===== config.mk =====
export PLATFORM = sky130hd
export DESIGN_NAME = instr_fetch
export DESIGN_NICKNAME = d
export VERILOG_FILES = /design/src/rtl/instr_fetch.sv
export SDC_FILE = /design/constraint.sdc
export NUM_CORES = 1
export LEC_CHECK = 0
export CORE_MARGIN = 2
export CORE_UTILIZATION = 47
export DETAILED_ROUTE_END_ITERATION = 6
export PLACE_DENSITY = 0.79
export SYNTH_ARGS = -nofsm -noshare
export SYNTH_HDL_FRONTEND = slang
export SYNTH_SLANG_ARGS = --single-unit

===== constraint.sdc =====
create_clock -name clk -period 2.1 [get_ports clk]
set_input_delay 0.63 -clock clk [delete_from_list [all_inputs] [get_ports clk]]
set_output_delay 0.63 -clock clk [all_outputs]
set_load 0.005 [all_outputs]

===== src/rtl/instr_fetch.sv =====
// ----------------------------------------------------------------------------
// instr_fetch
//
// Instruction fetch unit. Holds the fetch program counter, presents it to a
// combinational instruction memory, and buffers fetched words in a 2-entry
// prefetch queue that the decoder drains with a valid/ready handshake. A
// single redirect port flushes the queue and restarts fetch elsewhere.
//
// Optional feature macro: FETCH_HALT_EN
//   defined   : a fetched opcode of 0 stops fetch (HALTED) until redirect/reset
//   undefined : opcode 0 is ordinary, halted is tied 0
//
// Ports
//   clk            in   rising-edge clock
//   rst_n          in   asynchronous active-low reset
//   Read_Address   out  instruction memory address (= fetch_pc, combinational)
//   instruction    in   memory data for Read_Address
//   inst_out       out  instruction at queue head (registered)
//   pc_out         out  address inst_out was fetched from (registered)
//   inst_valid     out  queue non-empty
//   inst_ready     in   decoder accepts the head this cycle
//   redirect       in   flush queue, restart fetch at redirect_addr
//   redirect_addr  in   new fetch address, taken modulo MEM_DEPTH
//   halted         out  fetch stopped on halt opcode (FETCH_HALT_EN only)
//
// FSM states (FETCH_HALT_EN build)
//   state  | meaning
//   RUN    | fetching one word per cycle whenever the queue has room
//   HALTED | halt opcode enqueued; fetch_pc frozen, queue still drains
// ----------------------------------------------------------------------------
module instr_fetch #(
  parameter int ADDR_W    = 8,
  parameter int INSTR_W   = 8,
  parameter int MEM_DEPTH = 32,
  parameter int RESET_PC  = 0
) (
  input  logic               clk,
  input  logic               rst_n,
  output logic [ADDR_W-1:0]  Read_Address,
  input  logic [INSTR_W-1:0] instruction,
  output logic [INSTR_W-1:0] inst_out,
  output logic [ADDR_W-1:0]  pc_out,
  output logic               inst_valid,
  input  logic               inst_ready,
  input  logic               redirect,
  input  logic [ADDR_W-1:0]  redirect_addr,
  output logic               halted
);

  // MEM_DEPTH is a power of two, so modulo reduces to a mask.
  localparam logic [ADDR_W-1:0] PC_MASK  = ADDR_W'(MEM_DEPTH - 1);
  localparam logic [ADDR_W-1:0] PC_RESET = ADDR_W'(RESET_PC);

  logic [ADDR_W-1:0]  fetch_pc;
  logic [ADDR_W-1:0]  head_pc;
  logic [ADDR_W-1:0]  tail_pc;
  logic [INSTR_W-1:0] head_instr;
  logic [INSTR_W-1:0] tail_instr;
  logic [1:0]         count;

  logic               running;
  logic               pop;
  logic               push;
  logic [ADDR_W-1:0]  pc_inc;
  logic [ADDR_W-1:0]  redirect_pc;

`ifdef FETCH_HALT_EN
  typedef enum logic {
    RUN    = 1'b0,
    HALTED = 1'b1
  } state_t;

  state_t state;

  assign running = (state == RUN);
  assign halted  = (state == HALTED);
`else
  assign running = 1'b1;
  assign halted  = 1'b0;
`endif

  assign Read_Address = fetch_pc;
  assign inst_out     = head_instr;
  assign pc_out       = head_pc;
  assign inst_valid   = (count != 2'd0);

  assign pc_inc      = (fetch_pc + 1'b1) & PC_MASK;
  assign redirect_pc = redirect_addr & PC_MASK;

  // A handshake during redirect is still a pop; the flush discards the rest.
  assign pop  = inst_valid && inst_ready;
  assign push = running && !redirect && ((count != 2'd2) || pop);

  always_ff @(posedge clk or negedge rst_n) begin
    if (!rst_n) begin
      fetch_pc   <= PC_RESET;
      count      <= 2'd0;
      head_pc    <= '0;
      head_instr <= '0;
      tail_pc    <= '0;
      tail_instr <= '0;
`ifdef FETCH_HALT_EN
      state      <= RUN;
`endif
    end else if (redirect) begin
      count    <= 2'd0;
      fetch_pc <= redirect_pc;
`ifdef FETCH_HALT_EN
      state    <= RUN;
`endif
    end else begin
      if (push) begin
        fetch_pc <= pc_inc;
`ifdef FETCH_HALT_EN
        // Halt word is enqueued normally; fetch_pc still advances past it.
        if (instruction == '0) begin
          state <= HALTED;
        end
`endif
      end

      case ({push, pop})
        2'b10: begin
          // Push only: fill the first free slot.
          if (count == 2'd0) begin
            head_pc    <= fetch_pc;
            head_instr <= instruction;
          end else begin
            tail_pc    <= fetch_pc;
            tail_instr <= instruction;
          end
          count <= count + 2'd1;
        end
        2'b01: begin
          // Pop only: tail moves up (harmless if tail was empty).
          head_pc    <= tail_pc;
          head_instr <= tail_instr;
          count      <= count - 2'd1;
        end
        2'b11: begin
          // Push and pop: count unchanged, order preserved.
          if (count == 2'd1) begin
            head_pc    <= fetch_pc;
            head_instr <= instruction;
          end else begin
            head_pc    <= tail_pc;
            head_instr <= tail_instr;
            tail_pc    <= fetch_pc;
            tail_instr <= instruction;
          end
        end
        default: begin
        end
      endcase
    end
  end

endmodule


Word level (Yosys, flattened, before mapping)
Index checks and enable logic that the tools add are counted.
{"block": "op_classes", "mux": 16, "eq_ne": 8, "reduce_logical": 12, "bitwise_logic": 1, "addsub": 3}
{"operator": "$mux 8", "n": 10}
{"operator": "$pmux 8 s3", "n": 2}
{"operator": "$pmux 8 s2", "n": 2}
{"operator": "$ne 2x2->1 const B", "n": 4}
{"operator": "$reduce_bool 2->1", "n": 3}
{"operator": "$reduce_bool 3->1", "n": 2}
{"operator": "$add 5x1->5 const B", "n": 1}
{"operator": "$eq 2x1->1 const B", "n": 2}
{"operator": "$eq 2x2->1 const B", "n": 2}
{"operator": "$pmux 2 s2", "n": 1}
{"operator": "$reduce_and 4->1", "n": 1}
{"operator": "$reduce_and 3->1", "n": 1}
{"operator": "$add 2x1->2 const B", "n": 1}
{"operator": "$logic_and 1x1->1", "n": 2}
{"operator": "$logic_not 2->1", "n": 1}
{"operator": "$mux 2", "n": 1}
{"operator": "$sub 2x1->2 const B", "n": 1}
{"operator": "$logic_not 1->1", "n": 1}
{"operator": "$logic_or 1x1->1", "n": 1}
{"operator": "$not 1->1", "n": 1}
{"block": "totals", "output_inout_bits": 26, "reg_bits": 42, "input_bits": 20}

Logic depth before layout (Yosys ltp)
{"block": "depth", "word_depth": 7, "ltp_mapped": 7, "mapped_depth_nobuf": 6}

Worst setup path before layout
No wires, ideal clock.
{"block": "synth_timing", "path_kind": "register to register", "start": "register count[0]", "end": "register head_instr[0] (netlist: inst_out[0])", "setup_slack_ps": 589, "path_buffers": 1, "setup_time_ps": 126, "path_stages_with_launch": 7, "arrival_ps": 1385, "path_cell_list": "dfrtp_1 > inv_1 > ha_1 > nand2b_1 > a21oi_4 > buf_2 > a21oi_1"}
{"block": "synth_via", "elab_chain_len": 7, "elab_cells_between_ends": 15, "cone_classes": "6 x eq/ne; 2 x mux; 7 x reduce/logical"}
{"item": "start: declaration", "line": "59", "text": "logic [1:0] count;"}
{"item": "start signal: assignment", "line": "132", "text": "count <= count + 2'd1;"}
{"item": "start signal: assignment", "line": "138", "text": "count <= count - 2'd1;"}
{"item": "$reduce_bool 2->1", "line": "85", "text": "assign inst_valid = (count != 2'd0);"}
{"item": "$logic_and 1x1->1", "line": "91", "text": "assign pop = inst_valid && inst_ready;"}
{"item": "$logic_or 1x1->1", "line": "92", "text": "assign push = running && !redirect && ((count != 2'd2) || pop);"}
{"item": "$logic_and 1x1->1", "line": "92"}
{"item": "$eq 2x2->1 or $eq 2x1->1 (tied branches)", "line": "122", "text": "case ({push, pop})"}
{"item": "$ne 2x2->1 (no line) or $reduce_bool 3->1 (tied branches)"}
{"item": "$reduce_and 3->1 (no line)"}
{"item": "end signal: assignment", "line": "127", "text": "head_instr <= instruction;"}
{"item": "end signal: assignment", "line": "137", "text": "head_instr <= tail_instr;"}
{"item": "end signal: assignment", "line": "144", "text": "head_instr <= instruction;"}
{"item": "end: declaration", "line": "57", "text": "logic [INSTR_W-1:0] head_instr;"}
Parallel ways exist; a longest one is shown, timed or not.
A chain may end at the register's enable or synchronous reset.

Worst setup path in the final report
{"block": "layout_timing", "start": "register fetch_pc[0] (netlist: Read_Address[0])", "end": "output port Read_Address[0]"}
{"item": "start: declaration", "line": "54", "text": "logic [ADDR_W-1:0] fetch_pc;"}
{"item": "start signal: assignment", "line": "107", "text": "fetch_pc <= redirect_pc;"}
{"item": "start signal: assignment", "line": "113", "text": "fetch_pc <= pc_inc;"}
{"item": "end: declaration", "line": "39", "text": "output logic [ADDR_W-1:0] Read_Address,"}
No word-level cell between the ends.

==> reports/results.tsv <==
metric	value	unit
Syn Area/Cell	11.94	µm²
CTS Root Cell	clkbuf_4	
CP peak stage delay	550	ps
Mapped Area	1660	µm²
Lkg Pwr	0.001025	µW
crit path cell chain	clkdlybuf4s50_1	
Slew @ Worst Pin	588.4	ps
kind of critical path	flop to output port	
Hold Fails Final Rpt	0	
Antenna Nets Post-Route	0	
first drt pass iteration count	4	
n_diodes	0	
sequential element share of the synthesized area	49.74	%
routed len/inst	13.92	µm
status	finished clean	
initial antenna violation count	0	
clock-pin slew on the worst setup and hold paths	90	ps
first-pass GRT wire length	5706	µm
# fillers	295	
worst hold slack	511.1	ps
worst skew pair latency	320	ps
Final period util	93.43	%
max_slew headroom	60.62	%
Area Growth Syn to Fin	28.33	%
most frequent cells in the layout	clkdlybuf4s50_1, dfrtp_1, a21oi_1, nor2_1, mux2i_1	
# DRC	0	
clock buffer depth	2	
die width	63.44	µm
CP startpoint kind	flop	
final slew viol count	0	
Nets	208	
TritonCTS buffer count	5	
PwrDens	1298	nW/µm²
CP top delay family	buffers and inverters	
routed vias/inst	5.039	
MaxCap Viol Count	0	
Core ar.	3363	µm²
final setup margin	138.0	ps
minimum clock period	1962	ps
vias in the first global route	1250	
hpwl dp	2293	µm
Slowest-stage cell, CP	clkdlybuf4s50_1	
vias	1154	
Setup-failing EPs final	0	
FF+latch count, synth	33	
Die H	63.44	µm
CP arrival	1330	ps
Max VDD drop	0.5275	mV
GPL Wtd Cong	0.8148	
CP Capture Type	output port	
setup TNS	0	ps
Cells after Synth	139	
Port Buffer Count	35	
WL final	3187	µm
Ys Warns	0	
CP Max Fanout	6	
Layout Skew	2.622	ps
H-tree levels	2	
CTS tree	yes	
Fmax	0.5097	GHz
largest net degree at the start of global routing	34	
Initial Util	49.37	%
Worst Path Buf+Inv	1	
RSZ-0062 raised after global routing	false	
share of cells above drive strength 1	19.67	%
grt ovf	0	
synth unique cells	24	
hold crit path type	flop to flop	
die area	4024	µm²
I/O pin total	46	
Layout Cells excl Fill	229	
clk sinks	33	
placed cells	221	
hold_buf cts	0	
most common cell after layout, fill and taps aside	clkdlybuf4s50_1	
Finished Core Util	63.36	%
DR iter-0 viols	22	
GRT Total Usage	18.11	%
row count	21	
dpl ws	-129.6	ps
Req. time, crit path	1470	ps
==> registers in the layout (all words and copies together) (netlist names) <==
name / count
inst_out: 8
tail_instr: 8
Read_Address: 5
pc_out: 5
tail_pc: 5
count: 2
==> synthesized netlist by cell type <==
library cell  number  area (µm²)
nand3_1            2       10.01
conb_1             1       3.750
a21boi_1           1       7.510
mux2i_1           15       150.1
xnor2_1            3       26.28
mux2_2             5       56.30
ha_1               4       50.05
o21ai_0            4       20.02
buf_6              3       33.78
nand2b_4           1       13.76
nand2_2            1       6.260
a21oi_4            1       16.27
buf_4              7       52.55
o21ai_4            1       16.27
nand2_1            5       18.77
a21oi_1           16       80.08
nor2b_4            1       13.76
mux2_4            10       150.1
nand2b_1           1       6.260
nor2_1            16       60.06
buf_2              2       10.01
inv_1              4       15.01
xor2_1             2       17.52
dfrtp_1           33       825.8
==> routing by layer <==
metal / part of all wire (%) / GRT usage, % / up-vias
li1: - / - / 540
met1: 42 / 21.12 / 568
met2: 50 / 30.92 / 37
met3: 5.7 / 4.286 / 9
met4: 2.5 / 9.239 / 0
met5: 0 / 0 / -
==> per-stage QoR <==
stage,power [µW],cell area (µm²)
floorplan,1910,1683
global placement,2394,2072
detailed placement,2474,2072
CTS,2805,2131
global route,2984,2131
finish,2765,2131
==> cells by family (layout without fill, tap and decap cells) <==
family,after synthesis,count (layout),share of synthesized area [%]
xor gates and xnor gates,5,5,2.638
buffers and inverters,16,54,6.706
other,1,7,0.2259
DFF,33,33,49.74
AOI/OAI and AO/OA,23,23,8.441
muxes,30,30,21.48
and+or+nand+nor,27,27,7.762
adders and majority gates,4,4,3.014
==> report_power, final <==
part	internal, µW	switching (µW)	leakage (µW)	total, µW
clock network	116	188	0.0000269	304
logic	818	531	0.000615	1350
registers	929	184	0.000383	1110
total	1860	902	0.00102	2770
==> worst paths after layout <==
kind | startpoint | endpoint | slack [ps] | cells after the start
worst max register to register | count[1] | tail_instr[2] | 380 | 6
min in group asynchronous | rst_n | inst_out[2] | 710 | 2
max in group asynchronous | rst_n | count[1] | 1100 | 2
worst min-delay path | tail_pc[4] | tail_pc[4] | 510 | 1
worst max-delay path | Read_Address[0] | Read_Address[0] | 140 | 1
worst min register to register | tail_pc[4] | tail_pc[4] | 510 | 1
==> area by class of cell <==
class,instances,area (µm²),area share (%)
Multi-Input combinational cell,96,748.2,35.11
Timing Repair Buffer,44,441.7,20.73
Clock inverter,1,5.005,0.2349
Sequential cell,33,825.8,38.76
Tap cell,46,57.56,2.701
Clock buffer,5,37.54,1.762
Inverter,4,15.01,0.7046
==> worst reg2reg max path: cells and delay by family, from the launching register on <==
| kind | cells | cell delay (ps) |
|---|---|---|
| buf+inv | 2 | 310 |
| fa+ha+maj | 1 | 260 |
| simple gates | 1 | 110 |
| mux | 2 | 540 |
| flops | 1 | 390 |
==> repair_timing <==
item,CTS,global route
setup endpoints to repair,1,0
setup buffers,2,0
resized for setup,2,0
Note: power is estimated with default switching activity, not from simulation.
